===== src/rtl/mem_access_seq_if.sv =====
// mem_access_seq_if: data-side wishbone port between the memory-stage
// sequencer (master) and the memory system (slave).
interface mem_access_seq_if #(
   parameter int ADDR_WIDTH = 16,
   parameter int LINE_WIDTH = 128
);
   localparam int OB = $clog2(LINE_WIDTH / 8);

   logic [ADDR_WIDTH-OB-1:0] adr;
   logic [LINE_WIDTH-1:0]    dat_m;
   logic [LINE_WIDTH-1:0]    dat_s;
   logic [LINE_WIDTH/8-1:0]  sel;
   logic                     we;
   logic                     stb;
   logic                     cyc;
   logic                     ack;

   modport master (output adr, dat_m, sel, we, stb, cyc, input dat_s, ack);
   modport slave  (input adr, dat_m, sel, we, stb, cyc, output dat_s, ack);
endinterface


===== src/rtl/mem_access_seq.sv =====
// mem_access_seq: LC-3b memory-stage access sequencer. Walks an N-level
// indirection chain (pointer reads) and then performs the final load/store
// on a wide wishbone line, generating word/byte lane selects. Holds the
// pipeline (proceed=0) until the access completes.
// Optional feature macro: ACK_TIMEOUT_EN -- aborts an access whose ACK does
// not arrive within TIMEOUT_CYCLES strobe cycles and flags err.
module mem_access_seq #(
   parameter int ADDR_WIDTH     = 16,
   parameter int WORD_WIDTH     = 16,
   parameter int LINE_WIDTH     = 128,
   parameter int MAX_IND        = 1,
   parameter int TIMEOUT_CYCLES = 255
) (
   input  logic                               clk,
   input  logic                               rst,
   input  logic                               req_valid,
   input  logic                               req_read,
   input  logic                               req_write,
   input  logic                               req_byte,
   input  logic [$clog2(MAX_IND+1)-1:0]       req_ind,
   input  logic [ADDR_WIDTH-1:0]              req_addr,
   input  logic [WORD_WIDTH-1:0]              req_wdata,
   output logic                               proceed,
   output logic [WORD_WIDTH-1:0]              rdata,
   output logic                               err,
   mem_access_seq_if.master                   wb
);
   localparam int OB    = $clog2(LINE_WIDTH / 8);
   localparam int WPL   = LINE_WIDTH / WORD_WIDTH;
   localparam int WB    = $clog2(WPL);
   localparam int WIDX  = (WB > 0) ? WB : 1;
   localparam int SEL_W = LINE_WIDTH / 8;
   localparam int LW    = $clog2(MAX_IND + 1);

   // Elaboration-time parameter sanity checks
   if (WORD_WIDTH != 16) begin : g_chk_word
      $error("mem_access_seq: WORD_WIDTH must be 16");
   end
   if ((LINE_WIDTH < WORD_WIDTH) || ((WPL & (WPL - 1)) != 0) || (LINE_WIDTH % WORD_WIDTH != 0)) begin : g_chk_line
      $error("mem_access_seq: LINE_WIDTH must be a power-of-2 multiple of WORD_WIDTH");
   end
   if (MAX_IND < 1) begin : g_chk_ind
      $error("mem_access_seq: MAX_IND must be at least 1");
   end
   if (TIMEOUT_CYCLES < 1) begin : g_chk_to
      $error("mem_access_seq: TIMEOUT_CYCLES must be at least 1");
   end

   typedef enum logic [1:0] {
      IDLE = 2'd0,
      IND  = 2'd1,
      ACC  = 2'd2,
      DONE = 2'd3
   } state_t;

   state_t                  state, state_nxt;
   logic [ADDR_WIDTH-1:0]   cur_addr, cur_addr_nxt;
   logic [LW-1:0]           lvl, lvl_nxt;
   logic [WORD_WIDTH-1:0]   rdata_q, rdata_nxt;

   logic                    mem_op;
   logic                    to_hit;
   logic [WIDX-1:0]         word_idx;
   logic [WORD_WIDTH-1:0]   rd_word;
   logic [7:0]              rd_byte;
   logic [WORD_WIDTH-1:0]   wdata_word;
   logic [SEL_W-1:0]        word_sel;
   logic [SEL_W-1:0]        byte_sel;
   logic [LINE_WIDTH-1:0]   line_wdata;
   logic [ADDR_WIDTH-OB-1:0] line_adr;

   // Word index within the line; bit 0 (byte offset) is ignored here
   if (WB > 0) begin : g_widx
      assign word_idx = cur_addr[OB-1:1];
   end else begin : g_widx_one
      assign word_idx = 1'b0;
   end

   assign mem_op     = req_valid && (req_read || req_write);
   assign line_adr   = cur_addr[ADDR_WIDTH-1:OB];
   assign rd_word    = wb.dat_s[WORD_WIDTH*int'(word_idx) +: WORD_WIDTH];
   assign rd_byte    = cur_addr[0] ? rd_word[15:8] : rd_word[7:0];
   assign wdata_word = req_byte ? {req_wdata[7:0], req_wdata[7:0]} : req_wdata;
   assign word_sel   = SEL_W'(2'b11) << {word_idx, 1'b0};
   assign byte_sel   = SEL_W'(cur_addr[0] ? 2'b10 : 2'b01) << {word_idx, 1'b0};
   assign line_wdata = LINE_WIDTH'(wdata_word) << (WORD_WIDTH * int'(word_idx));

`ifdef ACK_TIMEOUT_EN
   localparam int TO_W = $clog2(TIMEOUT_CYCLES + 1);
   logic [TO_W-1:0] to_cnt;
   logic            err_q;

   assign to_hit = wb.stb && !wb.ack && (to_cnt == TO_W'(TIMEOUT_CYCLES - 1));
   assign err    = err_q;

   // ACK wait counter: runs while strobing without ACK, clears otherwise
   always_ff @(posedge clk or posedge rst) begin
      if (rst) begin
         to_cnt <= '0;
      end else if (wb.stb && !wb.ack) begin
         to_cnt <= to_cnt + TO_W'(1);
      end else begin
         to_cnt <= '0;
      end
   end

   // Error flag: set for exactly the DONE cycle that follows a timeout
   always_ff @(posedge clk or posedge rst) begin
      if (rst) begin
         err_q <= 1'b0;
      end else begin
         err_q <= to_hit;
      end
   end
`else
   assign to_hit = 1'b0;
   assign err    = 1'b0;
`endif

   // State and datapath registers; async reset abandons any in-flight access
   always_ff @(posedge clk or posedge rst) begin
      if (rst) begin
         state    <= IDLE;
         cur_addr <= '0;
         lvl      <= '0;
         rdata_q  <= '0;
      end else begin
         state    <= state_nxt;
         cur_addr <= cur_addr_nxt;
         lvl      <= lvl_nxt;
         rdata_q  <= rdata_nxt;
      end
   end

   // Next-state, datapath updates and bus/pipeline outputs
   always_comb begin
      state_nxt    = state;
      cur_addr_nxt = cur_addr;
      lvl_nxt      = lvl;
      rdata_nxt    = rdata_q;
      proceed      = 1'b0;
      rdata        = '0;
      wb.adr       = '0;
      wb.dat_m     = '0;
      wb.sel       = '0;
      wb.we        = 1'b0;
      wb.stb       = 1'b0;
      wb.cyc       = 1'b0;
      case (state)
         IDLE: begin
            if (mem_op) begin
               cur_addr_nxt = req_addr;
               lvl_nxt      = req_ind;
               state_nxt    = (req_ind != '0) ? IND : ACC;
            end else begin
               proceed = 1'b1;
            end
         end
         IND: begin
            wb.cyc = 1'b1;
            wb.stb = 1'b1;
            wb.adr = line_adr;
            wb.sel = word_sel;
            if (wb.ack) begin
               cur_addr_nxt = ADDR_WIDTH'(rd_word);
               lvl_nxt      = lvl - LW'(1);
               state_nxt    = (lvl > LW'(1)) ? IND : ACC;
            end else if (to_hit) begin
               rdata_nxt = '0;
               state_nxt = DONE;
            end else begin
               state_nxt = IND;
            end
         end
         ACC: begin
            wb.cyc   = 1'b1;
            wb.stb   = 1'b1;
            wb.we    = req_write;
            wb.adr   = line_adr;
            wb.sel   = req_byte ? byte_sel : word_sel;
            wb.dat_m = line_wdata;
            if (wb.ack) begin
               rdata_nxt = req_byte ? {8'h00, rd_byte} : rd_word;
               state_nxt = DONE;
            end else if (to_hit) begin
               rdata_nxt = '0;
               state_nxt = DONE;
            end else begin
               state_nxt = ACC;
            end
         end
         DONE: begin
            proceed   = 1'b1;
            rdata     = rdata_q;
            state_nxt = IDLE;
         end
         default: begin
            state_nxt = IDLE;
         end
      endcase
   end
endmodule


===== src/flat_wrapper.sv =====
// flat-port wrapper written by rule: the top's interface ports become plain ports
module mem_access_seq_flat 
#(
   parameter int ADDR_WIDTH     = 16,
   parameter int WORD_WIDTH     = 16,
   parameter int LINE_WIDTH     = 128,
   parameter int MAX_IND        = 1,
   parameter int TIMEOUT_CYCLES = 255
)
  (clk, rst, req_valid, req_read, req_write, req_byte, req_ind, req_addr, req_wdata, proceed, rdata, err, wb_adr, wb_dat_m, wb_sel, wb_we, wb_stb, wb_cyc, wb_dat_s, wb_ack);
  mem_access_seq_if #(.ADDR_WIDTH(ADDR_WIDTH), .LINE_WIDTH(LINE_WIDTH)) wb_i ();
  input  logic clk;
  input  logic rst;
  input  logic req_valid;
  input  logic req_read;
  input  logic req_write;
  input  logic req_byte;
  input  logic [$clog2(MAX_IND+1)-1:0] req_ind;
  input  logic [ADDR_WIDTH-1:0] req_addr;
  input  logic [WORD_WIDTH-1:0] req_wdata;
  output logic proceed;
  output logic [WORD_WIDTH-1:0] rdata;
  output logic err;
  output wire logic [$bits(wb_i.adr)-1:0] wb_adr;
  output wire logic [$bits(wb_i.dat_m)-1:0] wb_dat_m;
  output wire logic [$bits(wb_i.sel)-1:0] wb_sel;
  output wire logic [$bits(wb_i.we)-1:0] wb_we;
  output wire logic [$bits(wb_i.stb)-1:0] wb_stb;
  output wire logic [$bits(wb_i.cyc)-1:0] wb_cyc;
  input wire logic [$bits(wb_i.dat_s)-1:0] wb_dat_s;
  input wire logic [$bits(wb_i.ack)-1:0] wb_ack;
  assign wb_adr = wb_i.adr;
  assign wb_dat_m = wb_i.dat_m;
  assign wb_sel = wb_i.sel;
  assign wb_we = wb_i.we;
  assign wb_stb = wb_i.stb;
  assign wb_cyc = wb_i.cyc;
  assign wb_i.dat_s = wb_dat_s;
  assign wb_i.ack = wb_ack;
  mem_access_seq #(.ADDR_WIDTH(ADDR_WIDTH), .WORD_WIDTH(WORD_WIDTH), .LINE_WIDTH(LINE_WIDTH), .MAX_IND(MAX_IND), .TIMEOUT_CYCLES(TIMEOUT_CYCLES)) u_core (.clk(clk), .rst(rst), .req_valid(req_valid), .req_read(req_read), .req_write(req_write), .req_byte(req_byte), .req_ind(req_ind), .req_addr(req_addr), .req_wdata(req_wdata), .proceed(proceed), .rdata(rdata), .err(err), .wb(wb_i));
endmodule

===== config.mk =====
export PLATFORM = sky130hd
export DESIGN_NAME = mem_access_seq_flat
export DESIGN_NICKNAME = d
export VERILOG_FILES = /design/src/rtl/mem_access_seq_if.sv /design/src/rtl/mem_access_seq.sv /design/src/flat_wrapper.sv
export SDC_FILE = /design/constraint.sdc
export NUM_CORES = 1
export LEC_CHECK = 0
export CORE_AREA = 2 2 134 136
export CTS_BUF_LIST = sky130_fd_sc_hd__clkbuf_8
export CTS_CLUSTER_SIZE = 24
export DETAILED_ROUTE_END_ITERATION = 8
export DIE_AREA = 0 0 136 138
export PLACE_DENSITY = 0.71
export SLEW_MARGIN = 20
export SYNTH_ARGS = -nofsm -noshare
export SYNTH_HDL_FRONTEND = slang
export SYNTH_SLANG_ARGS = --single-unit

===== constraint.sdc =====
create_clock -name clk -period 2.5 [get_ports clk]
set_clock_uncertainty 0.1 [all_clocks]
set_input_delay 0.25 -clock clk [delete_from_list [all_inputs] [get_ports clk]]
set_output_delay 0.25 -clock clk [all_outputs]
set_load 0.05 [all_outputs]

# After elaboration in Yosys (flattened, before gate mapping)
# Cells that the tools add are included.
# W data, S select, Z words.
# word_totals
regBits	35
inputBits	168
output_inout_bits	177
# op_classes
addsub	1
magnitude_cmp	1
n_eq_ne	5
shifts	4
mux	25
n_reduce_logical	7
# op_table
cell	count
$mux W128	1
$shiftx A128 B8 Y16	1
$shl A16 B7 Y128	1
$mux W16	6
$pmux W16 S2	2
$shl A16 B4 Y16	1
$shl A2 B4 Y16 const A	1
$mux W12	1
$mux W2	5
$mux W8	1
$pmux W2 S4	1
$mux W1	6
$eq A2 B2 Y1 const B	2
$pmux W1 S2	2
$reduce_and A3 Y1	1
$eq A2 B1 Y1 const B	1
$logic_not A2 Y1	1
$ne A2 B1 Y1 const B	1
$ne A2 B2 Y1 const B	1
$reduce_and A2 Y1	1
$reduce_bool A2 Y1	1
$reduce_or A2 Y1	1
$gt A1 B1 Y1 const B	1
$logic_and A1 B1 Y1	1
other kinds (2)	2

# Logic depth before layout (Yosys ltp)
# depth
ltp_word	4
depth_mapped	8
mapped_depth_nobuf	6

# Least setup slack after synthesis
# OpenSTA, ideal clock, no wires.
# synth_path
path_type	reg2out
startpoint	register u_core.state[0]
endpoint	output wb_sel[0]
arrival_time_ns	2.205
required_ns	2.150
path_slack_ns	-0.055
path_stages_with_launch	5
path_buffers	0
path_cell_list	dfrtp_1 -> inv_1 -> ha_1 -> or3b_1 -> nor2_1
# synth_between
elab_chain_len	2
# synth_rtl
item	line_no	source
start, declared	mem_access_seq.sv:56	state_t state, state_nxt;
start signal, assigned	mem_access_seq.sv:128	state <= state_nxt;
$eq A2 B2 Y1 / $eq A2 B1 Y1 (equally long branches)	mem_access_seq.sv:149	case (state)
$pmux W16 S2 *	mem_access_seq.sv:149	
end, declared	flat_wrapper.sv:26	output wire logic [$bits(wb_i.sel)-1:0] wb_sel;
# Mark *: on every way between the ends. The rest lies on a longest branch, timed or not.

# Final worst setup path
# layout_path
startpoint	register u_core.cur_addr[3]
endpoint	output wb_sel[0]
# layout_between
elab_chain_len	3
# layout_rtl
item	line_no	source
start, declared	mem_access_seq.sv:57	logic [ADDR_WIDTH-1:0] cur_addr, cur_addr_nxt;
start signal, assigned	mem_access_seq.sv:129	cur_addr <= cur_addr_nxt;
$shl A16 B4 Y16 / $shl A2 B4 Y16 (equally long branches)	mem_access_seq.sv:85, mem_access_seq.sv:84	
$mux W16	mem_access_seq.sv:180	wb.sel = req_byte ? byte_sel : word_sel;
$pmux W16 S2 *	mem_access_seq.sv:149	
# Marked as above.

==> results.json <==
{
  "fillCellCount": 1556,
  "r2r_cells": 5,
  "grt_usage_pct": 22.1,
  "status": "finished clean",
  "initial_core_util_pct": 22.4,
  "finalPower_mw": 8.76,
  "antenna_cells": 0,
  "syn_avg_cell_area_um2": 7.93,
  "hold_slack_ns": 0.281,
  "rows": 49,
  "peakVddDrop_mv": 0.712,
  "dr_total_vias": 5118,
  "synth.most_common_cell": "nor2_1",
  "portBuffers": 343,
  "p_leak_nw": 4.00,
  "grt_max_degree": 37,
  "crit_path_top_delay_cell": "dfrtp_4",
  "crit_fanout": 21,
  "ys_seq_area_share_pct": 21.6,
  "drive_above_1_share_pct": 35.2,
  "yosysWarnings": 0,
  "postCtsSetupRepairBufs": 0,
  "synth_fp_nets": 669,
  "routed_wirelength_mm": 21.4,
  "power_density_nw_per_um2": 936,
  "min_period_ns": 2.43,
  "dieArea_um2": 18800,
  "clock_latency_ns": 0.29,
  "yosys.area.top_type_share_pct": 21.6,
  "synth_top_area_cell": "dfrtp_1",
  "cp.arrival_ns": 2.08,
  "startpoint_type": "flop",
  "synth_edf_count": 0,
  "vias_per_cell": 4.76,
  "synthFlopType": "dfrtp_1",
  "synth-seq-cells": 34,
  "timing.rr.start": "u_core.cur_addr[2]",
  "synth_cell_types": 47,
  "setup_viol_count_final": 0,
  "wl_per_cell_um": 19.9,
  "die_h_um": 138,
  "async_reset_ff_share_pct": 100,
  "r2r-end": "u_core.cur_addr[8]",
  "cts_buffers": 5,
  "grt-ovfl-total": 0,
  "grt_pass1_wl_mm": 32.0,
  "final_nets": 1019,
  "drv_slew": 0,
  "syn_inst": 496,
  "drt_iter0_markers": 180,
  "criticalPathCategory": "flop to output pin",
  "root_buffer": "clkbuf_8",
  "ant_nets": 0,
  "cp_slowest_stage_delay_ns": 0.61,
  "rrSetupSlack_ns": 0.38,
  "end_kind": "output pin",
  "fin_crit_sh_pct": 97.3,
  "synth_area_um2": 3930,
  "grt_antenna_before_repair": 0,
  "hold_path.class": "primary input to asynchronous set/reset pin",
  "globalplace.congestion": 0.862,
  "die_x_um": 136,
  "core_area_um2": 17500,
  "crit_chain": "buf_4 > or3b_1 > nor2_1 > buf_12",
  "htree_levels": 2,
  "tightest_slew_ns": 0.609,
  "cts_buffer_depth": 2,
  "grt_pass1_vias": 5530,
  "drc": 0,
  "required_ns": 2.15,
  "rsz0062_at_grt": "true",
  "fmax_ghz": 0.411,
  "maxCapViolations": 0,
  "cts_tree": "done",
  "critPathCapture": "wb_sel[0]",
  "path_clk_slew_ns": 0.08,
  "critPathLaunch": "u_core.cur_addr[3]",
  "place_hpwl_mm": 18.1,
  "synth_common_cells": "103 x nor2_1, 66 x and2_1, 36 x mux2i_1",
  "syn_to_final_growth_pct": 138,
  "first_pass_iters": 4,
  "final_hold_viol_count": 0,
  "slew_headroom_pct": 59.3,
  "synth.area.top_cells": "dfrtp_1 22%, and2_1 10%, nor2_1 9.8%, mux2i_1 9.2%, mux4_2 8.0%",
  "num_io_pins": 345,
  "clkSinkCount": 34
}
[layout make-up]
type	instances	area (um2)	area share [%]
repair buffers	378	5080	54.3
multi-input cells	418	3010	32.1
flip-flops and latches	34	857	9.16
well taps	229	287	3.06
clock buffers	6	82.6	0.882
inverters	9	33.8	0.361
clock inverters	2	12.5	0.134
[flip-flops by register name, indices dropped and copies added (netlist names)]
| register | cells |
|---|---|
| u_core.cur_addr | 16 |
| u_core.rdata_q | 16 |
| u_core.state | 2 |
[cell usage in the layout, fill, tap and decap left out, types with 7 or more instances in the layout]
master / count
mux2i_1: 36
buf_4: 65
a21oi_1: 12
clkdlybuf4s50_1: 167
mux4_2: 14
and2_1: 66
a31oi_1: 7
nor2_2: 36
nor2_1: 66
buf_12: 146
nand2b_1: 13
nand2_1: 26
o21ai_1: 19
and3_1: 33
dfrtp_1: 31
[layer usage]
layer	vias to the layer above	track usage [%]	part of all wire (%)
met1	2408	23.9	36
met4	0	5.04	2.3
met2	237	40.9	52
met3	34	7.70	10
met5	-	0	0
li1	2439	-	-
[cell families (layout without fill, tap and decap cells)]
family | count (synthesis) | count (layout) | synth area share, %
adder cells (fa/ha/maj) | 5 | 5 | 1.59
AND/OR/NAND/NOR | 267 | 267 | 34.3
AO/OA/AOI/OAI | 79 | 79 | 13.6
other | 1 | 1 | 0.0954
buffers and inverters | 44 | 395 | 5.54
multiplexers | 66 | 66 | 23.3
flip-flops | 34 | 34 | 21.6
[metrics by stage]
step	TNS [ns]	worst slack [ns]	cell area, um2	cells	util, %
finish	0	0.0677	9360	1076	53.4
global route	-0.0553	-0.0225	9360	1076	53.4
CTS	-0.0623	-0.0205	9240	1076	52.7
detailed placement	0	0.202	9120	1068	52.0
global placement	0	0.252	9120	1068	52.0
floorplan	-0.443	-0.0553	3930	496	-
[worst min-delay path by stage]
| stage | to | slack [ns] |
|---|---|---|
| after floorplan | u_core.cur_addr[0] | 0.29 |
| after global placement | u_core.rdata_q[14] | 0.36 |
| after detailed placement | u_core.rdata_q[14] | 0.37 |
| after CTS | u_core.rdata_q[1] | 0.29 |
| after global routing | u_core.rdata_q[3] | 0.33 |
| final | u_core.cur_addr[13] | 0.28 |
[report_power, final]
part	leakage [nW]	switching (mW)	internal, mW	total [mW]
combinational	3.55	4.03	3.21	7.24
clock	0.0472	0.208	0.221	0.429
sequential	0.408	0.251	0.835	1.09
total	4.00	4.49	4.27	8.76
[timing repair]
action                                  in CTS  in global routing
cloned                                       0                  0
gates resized for setup                      7                 44
hold buffers                                 0                  0
endpoints found under the setup margin      35                 61
pin swaps                                    0                  1
[worst max-delay path: cells and delay by family (launching register included)]
kind / cells / cell delay, ns
buffers and inverters: 2 / 0.43
flip-flops: 1 / 0.61
AND/OR/NAND/NOR: 2 / 0.73
No activity file was read; power rests on OpenSTA's default activity.
==> RTL edit (same flow settings) <==
Build with the macro `ACK_TIMEOUT_EN` defined.
--- a/src/rtl/mem_access_seq.sv
+++ b/src/rtl/mem_access_seq.sv
@@ -4,6 +4,8 @@
 // pipeline (proceed=0) until the access completes.
 // Optional feature macro: ACK_TIMEOUT_EN -- aborts an access whose ACK does
 // not arrive within TIMEOUT_CYCLES strobe cycles and flags err.
+`define ACK_TIMEOUT_EN
+
 module mem_access_seq #(
    parameter int ADDR_WIDTH     = 16,
    parameter int WORD_WIDTH     = 16,
Behaviour: no difference found for any inputs over 4 cycles, from zero or initial values and one cycle with rst high; that may be too few to reach the edited logic, so the function may still have changed.
==> RTL edit against the unedited design <==
Routed wire length up 7.8%; sequential cell count up 9; power up 7.2%; sequential power up 15%; area after synthesis up 11%; count of clock-buffer cells in the layout down 1; sequential share of layout area up 1.9 points; synthesized cell count up 3.8%; setup slack better by 0.016 ns; fmax up 0.68%; design area up 4.4%; highest routed layer unchanged.
==> RTL edit: results (changes against the unedited design) <==
initial antenna violation count: 3 (+3)
Via density: 4.89 (+2.8%)
DP Wirelength: 19.2 mm (+5.8%)
Slowest cell on crit path: dfrtp_1
drt pass-1 iters: 5 (+1)
status: finished, final reports clean
first-pass GRT wire length: 33.5 mm (+4.5%)
Seq area share: 11.1% (+1.9 points)
largest registers: u_core.cur_addr (16), u_core.rdata_q (16), u_core.to_cnt (8)
Post-Synth XOR/XNOR Area: 0.801% (+0.80 points)
logic gate share of total power: 82.2% (-0.5 points)
Unique masters post-synth: 54 (+15%)
delay of the slowest critical-path stage: 0.42 ns (-0.19 ns)
WL final: 23.1 mm (+7.8%)
power density cells: 961 nW/um^2 (+2.7%)
Final #Nets: 1048 (+2.8%)
top cells by area, synth: dfrtp_1, and2_1, mux4_2
Clock-cell share: 0.832% (-0.18 points)
FF-to-FF setup slack: 0.31 ns (-0.07 ns)
Final WS setup: 0.0840 ns (+0.0163 ns)
grt met1 use: 29.3% (+5.4 points)
CLK BUF: 5 (-1)
Seq cells: 43 (+26%)
Fillers: 1522 (-2.2%)
grt met2 use: 40.7% (-0.24 points)
IO Port Bufs: 344 (+0.29%)
Placed Area: 9570 um^2 (+4.9%)
Hold Worst Slack: 0.160 ns (-0.120 ns)
RD Place Congestion: 0.868 (+0.66%)
[RTL edit: cell types whose count changed in the layout (fill, tap and decap cells not counted), moves of 6 or more]
cell,unedited run,this run
nor2_2,36,18
dfrtp_1,31,40
a21oi_1,12,21
and3_1,33,25
and2_1,66,72
nand2_1,26,18
o21ai_1,19,3
o2bb2ai_1,0,9
mux2i_1,36,28
nand3_1,4,10
nor2_1,66,92
nand2b_1,13,7
o21ai_0,1,7
buf_4,65,72
[RTL edit: per-stage QoR]
stage | power (mW) | std cells | setup TNS (ns)
floorplan | 5.66 | 515 | -0.750
finish | 9.39 | 1106 | 0
global placement | 8.77 | 1091 | 0
global route | 9.85 | 1106 | -0.0363
detailed placement | 8.83 | 1091 | 0
CTS | 9.29 | 1099 | 0
[RTL edit: layer usage]
metal	share of wire [%]	vias up
li1	-	2540
met3	7.7	29
met5	0	-
met2	51	224
met4	2.5	0
met1	38	2613
